### config.mk
export PLATFORM = sky130hd
export DESIGN_NAME = hazard_ctrl
export DESIGN_NICKNAME = d
export VERILOG_FILES = /design/src/rtl/hazard_ctrl.sv
export SDC_FILE = /design/constraint.sdc
export NUM_CORES = 1
export LEC_CHECK = 0
export CORE_MARGIN = 4
export CORE_UTILIZATION = 31
export DETAILED_ROUTE_END_ITERATION = 7
export GPL_ROUTABILITY_DRIVEN = 0
export PLACE_DENSITY = 0.89
export REMOVE_ABC_BUFFERS = 1
export SLEW_MARGIN = 0
export SYNTH_ARGS = -nofsm -noshare
export SYNTH_HDL_FRONTEND = slang
export SYNTH_SLANG_ARGS = --single-unit
### constraint.sdc
create_clock -name clk -period 2.24 [get_ports clk]
set_input_delay 0.448 -clock clk [delete_from_list [all_inputs] [get_ports clk]]
set_output_delay 0.448 -clock clk [all_outputs]
set_load 0.05 [all_outputs]
### src/rtl/hazard_ctrl.sv
// rtl/hazard_ctrl.sv - pipeline hazard unit: forwarding, load-use/branch stalls and flushes, mul/div busy FSM
// Optional macro HAZARD_FWD_EN enables operand forwarding; undefined, RAW hazards from E/M stall instead.
module hazard_ctrl #(
    parameter int MD_LAT = 4
) (
    input  logic       clk,
    input  logic       reset,
    input  logic [4:0] Rs1D,
    input  logic [4:0] Rs2D,
    input  logic [4:0] Rs1E,
    input  logic [4:0] Rs2E,
    input  logic [4:0] RdE,
    input  logic [4:0] RdM,
    input  logic [4:0] RdW,
    input  logic       RegWriteE,
    input  logic       RegWriteM,
    input  logic       RegWriteW,
    input  logic       LoadE,
    input  logic       PCSrcE,
    input  logic       MdStartE,
    output logic [1:0] ForwardAE,
    output logic [1:0] ForwardBE,
    output logic       StallF,
    output logic       StallD,
    output logic       StallE,
    output logic       FlushD,
    output logic       FlushE,
    output logic       FlushM,
    output logic       MdBusy
);

    typedef enum logic [1:0] {
        ST_IDLE = 2'd0,
        ST_BUSY = 2'd1,
        ST_DONE = 2'd2
    } state_t;

    localparam logic [3:0] LP_CNT_LOAD = 4'(MD_LAT - 1);

    state_t     r_state;
    logic [3:0] r_cnt;

    logic w_busy;
    logic w_lw_stall;
    logic w_d_stall;

    assign w_busy     = (r_state == ST_BUSY);
    assign w_lw_stall = LoadE && (RdE != 5'd0) && ((RdE == Rs1D) || (RdE == Rs2D));

`ifdef HAZARD_FWD_EN
    logic w_unused;

    assign w_unused  = RegWriteE;
    assign ForwardAE = (RegWriteM && (RdM != 5'd0) && (RdM == Rs1E)) ? 2'b10 :
                       (RegWriteW && (RdW != 5'd0) && (RdW == Rs1E)) ? 2'b01 : 2'b00;
    assign ForwardBE = (RegWriteM && (RdM != 5'd0) && (RdM == Rs2E)) ? 2'b10 :
                       (RegWriteW && (RdW != 5'd0) && (RdW == Rs2E)) ? 2'b01 : 2'b00;
    assign w_d_stall = w_lw_stall;
`else
    logic w_unused;
    logic w_raw_e;
    logic w_raw_m;

    // Writeback hazards resolve through the write-first register file.
    assign w_unused  = ^{Rs1E, Rs2E, RdW, RegWriteW};
    assign w_raw_e   = RegWriteE && (RdE != 5'd0) && ((RdE == Rs1D) || (RdE == Rs2D));
    assign w_raw_m   = RegWriteM && (RdM != 5'd0) && ((RdM == Rs1D) || (RdM == Rs2D));
    assign ForwardAE = 2'b00;
    assign ForwardBE = 2'b00;
    assign w_d_stall = w_lw_stall || w_raw_e || w_raw_m;
`endif

    // BUSY freezes the front end and overrides branch and load-use handling.
    assign StallF = w_busy || (!PCSrcE && w_d_stall);
    assign StallD = w_busy || (!PCSrcE && w_d_stall);
    assign StallE = w_busy;
    assign FlushD = !w_busy && PCSrcE;
    assign FlushE = !w_busy && (PCSrcE || w_d_stall);
    assign FlushM = w_busy;
    assign MdBusy = w_busy;

    always_ff @(posedge clk) begin
        if (reset) begin
            r_state <= ST_IDLE;
            r_cnt   <= 4'd0;
        end else begin
            case (r_state)
                ST_IDLE: begin
                    if (MdStartE) begin
                        r_state <= ST_BUSY;
                        r_cnt   <= LP_CNT_LOAD;
                    end
                end
                ST_BUSY: begin
                    if (r_cnt == 4'd0) begin
                        r_state <= ST_DONE;
                    end else begin
                        r_cnt <= r_cnt - 4'd1;
                    end
                end
                ST_DONE: begin
                    r_state <= ST_IDLE;
                end
                default: begin
                    r_state <= ST_IDLE;
                end
            endcase
        end
    end

endmodule

==> results_dict.tcl <==
set metrics [dict create \
    h-tree-depth 1 \
    area_growth_pct 73.9 \
    insertion_delay_ns 0.25 \
    critical_path_buf_inv_count 2 \
    grt_pass1_vias 745 \
    hold_viol_final 0 \
    synth_cells 78 \
    ff_latch_area_um2 120 \
    layout.nets 167 \
    yosysWarnings 0 \
    holdBufCountCts 0 \
    cp_max_fo 2 \
    period_share_pct 99.0 \
    skew_ns 0.00213 \
    grt_max_degree 8 \
    grt.total_usage_pct 14.6 \
    numCtsBuffers 3 \
    die-area_mm2 0.00285 \
    slew_viol_final 0 \
    fill_cells 200 \
    worstSetupEndpointType "primary output" \
    cts_buffer_depth 2 \
    cp_cell_sequence "clkdlybuf4s15_2, xor2_1, nor3_1, nand3_1, a211o_2, o311ai_4, buf_12" \
    drtAntennaViolNets 0 \
    crit_type "input pin to primary output" \
    setup_slack_ns 0.0223 \
    cp_data_required_time_ns 1.79 \
    drive_gt1_share_pct 43.3 \
    start_kind "input pin" \
    synth.ff_latch_count 6 \
    setup_viol 0 \
    via_count 685 \
    cts_tree "done" \
    ir_drop_mv 0.258 \
    drtIter0Drc 8 \
    most-common-layout-cells "xor2_1, buf_4, nor2_1" \
    grt_use_met1_pct 12.8 \
    wire_per_inst_um 13.0 \
    syn_avg_cell_area_um2 8.18 \
    period_minus_slack_ns 2.22 \
    overflow 0 \
    max_freq_mhz 451 \
    yosysSeqAreaShare_pct 18.8 \
    p_leak_nw 0.494 \
    die_w_um 53.4 \
    cts_num_sinks 6 \
    grt_busiest_layer "met2" \
    vias_per_cell 4.66 \
    synth_edf_count 0 \
    core_mm2 0.00196 \
    cap_violations 0 \
    slowest_stage "a211o_2" \
    max_stage_delay_ns 0.34 \
    utilization_pct 56.6 \
    netlist_area_um2 638 \
    synth_cell_types 29 \
    drc 0 \
    outcome "finished clean" \
    hold_path.class "flip-flop to flip-flop" \
    layout_commonest_cell "xor2_1" \
    synth_ff_type "dfxtp_1" \
    critical-path-top-delay-family "compound AO/OA/AOI/OAI gates" \
    initial_core_util_pct 32.5 \
    dp_slack_ns -0.422 \
    dieHeight_um 53.4 \
    multi_input_area_um2 551 \
    cp.arrival_ns 1.77 \
    antenna_found_initial 0 \
    cellPowerDensity_mw_per_mm2 559 \
    hold_ws_ns 0.521 \
    cts_root_buf "clkbuf_4" \
    gr-usage-met2_pct 31.0 \
    rows 16 \
    hpwlAfterDp_um 1580 \
    async_reset_ff_share_pct 0 \
    ios 54 \
    wl_um 1910 \
    rsz0062_at_grt "true" \
    met3_usage_pct 3.10 \
    firstDrtPassIters 4 \
    io_buffers 33 \
    antenna_cells 0 \
    grt_pass1_wl_um 3030 \
    clk_pin_slew_ns 0.04 \
]
## stage by stage
stage / instance area, um^2 / TNS, ns / cells / power, mW
final: 1110 / 0 / 147 / 0.620
after global routing: 1110 / -0.0254 / 147 / 0.662
after floorplan: 597 / -5.20 / 74 / 0.348
after detailed placement: 1040 / -1.20 / 142 / 0.513
after global placement: 1040 / -1.12 / 142 / 0.498
after CTS: 1080 / 0 / 145 / 0.616
## synth_stat cells (all sizes together) (2+ instances only)
master  number  area share [%]
o21ai        2             1.6
nand3        2             1.6
or4          2             2.9
nor3         5             3.9
a211o        2             2.9
nor2         8             4.7
xor2        17              23
xnor2        5             6.9
ha           2             3.9
dfxtp        6              19
nor3b        2             2.4
inv          4             2.4
buf          7             8.2
## power breakdown
part / switching (mW) / internal (mW)
Sequential: 0.0161 / 0.127
Combinational: 0.213 / 0.165
Clock: 0.0395 / 0.0606
## layout make-up
type / count / share of cell area [%]
Timing Repair Buffer: 43 / 33.1
Inverter: 4 / 1.35
Sequential cell: 6 / 10.8
Clock buffer: 3 / 2.03
Tap cell: 27 / 3.04
Multi-Input combinational cell: 64 / 49.6
## kinds of logic after synthesis
group | Yosys count | synth area share, %
buffers and inverters | 11 | 10.6
AO/OA/AOI/OAI | 12 | 14.9
AND/OR/NAND/NOR | 24 | 21.0
adder cells (fa/ha/maj) | 2 | 3.92
XOR/XNOR | 22 | 30.2
other | 1 | 0.588
flip-flops | 6 | 18.8
## repair_timing
item,4_1_cts,5_1_grt
setup buffers,1,2
resized for setup,65,21
endpoints found under the setup margin,3,3
pin swaps,15,15
## flip-flops by register name, indices dropped and copies added (netlist names)
name	count
r_cnt	4
r_state	2
## final timing paths
path / endpoint / startpoint / slack (ns) / cells after the start
worst min-delay path: r_cnt[1] / r_cnt[1] / 0.52 / 2
worst max-delay path: StallF / Rs2D[4] / 0.02 / 7
worst max register to register: r_cnt[2] / r_cnt[1] / 0.54 / 7
worst min register to register: r_cnt[1] / r_cnt[1] / 0.52 / 2
## routing by layer
metal / vias to the layer above / routed length (um)
li1: 340 / -
met1: 311 / 630
met2: 31 / 1100
met3: 3 / 157
met4: 0 / 27
met5: - / 0
## worst min-delay path, stage by stage, from the launching register on
cell,delay [ns]
dfxtp_1,0.33
o21ai_0,0.08
o2bb2ai_1,0.06
Note: power is estimated with default switching activity, not from simulation.
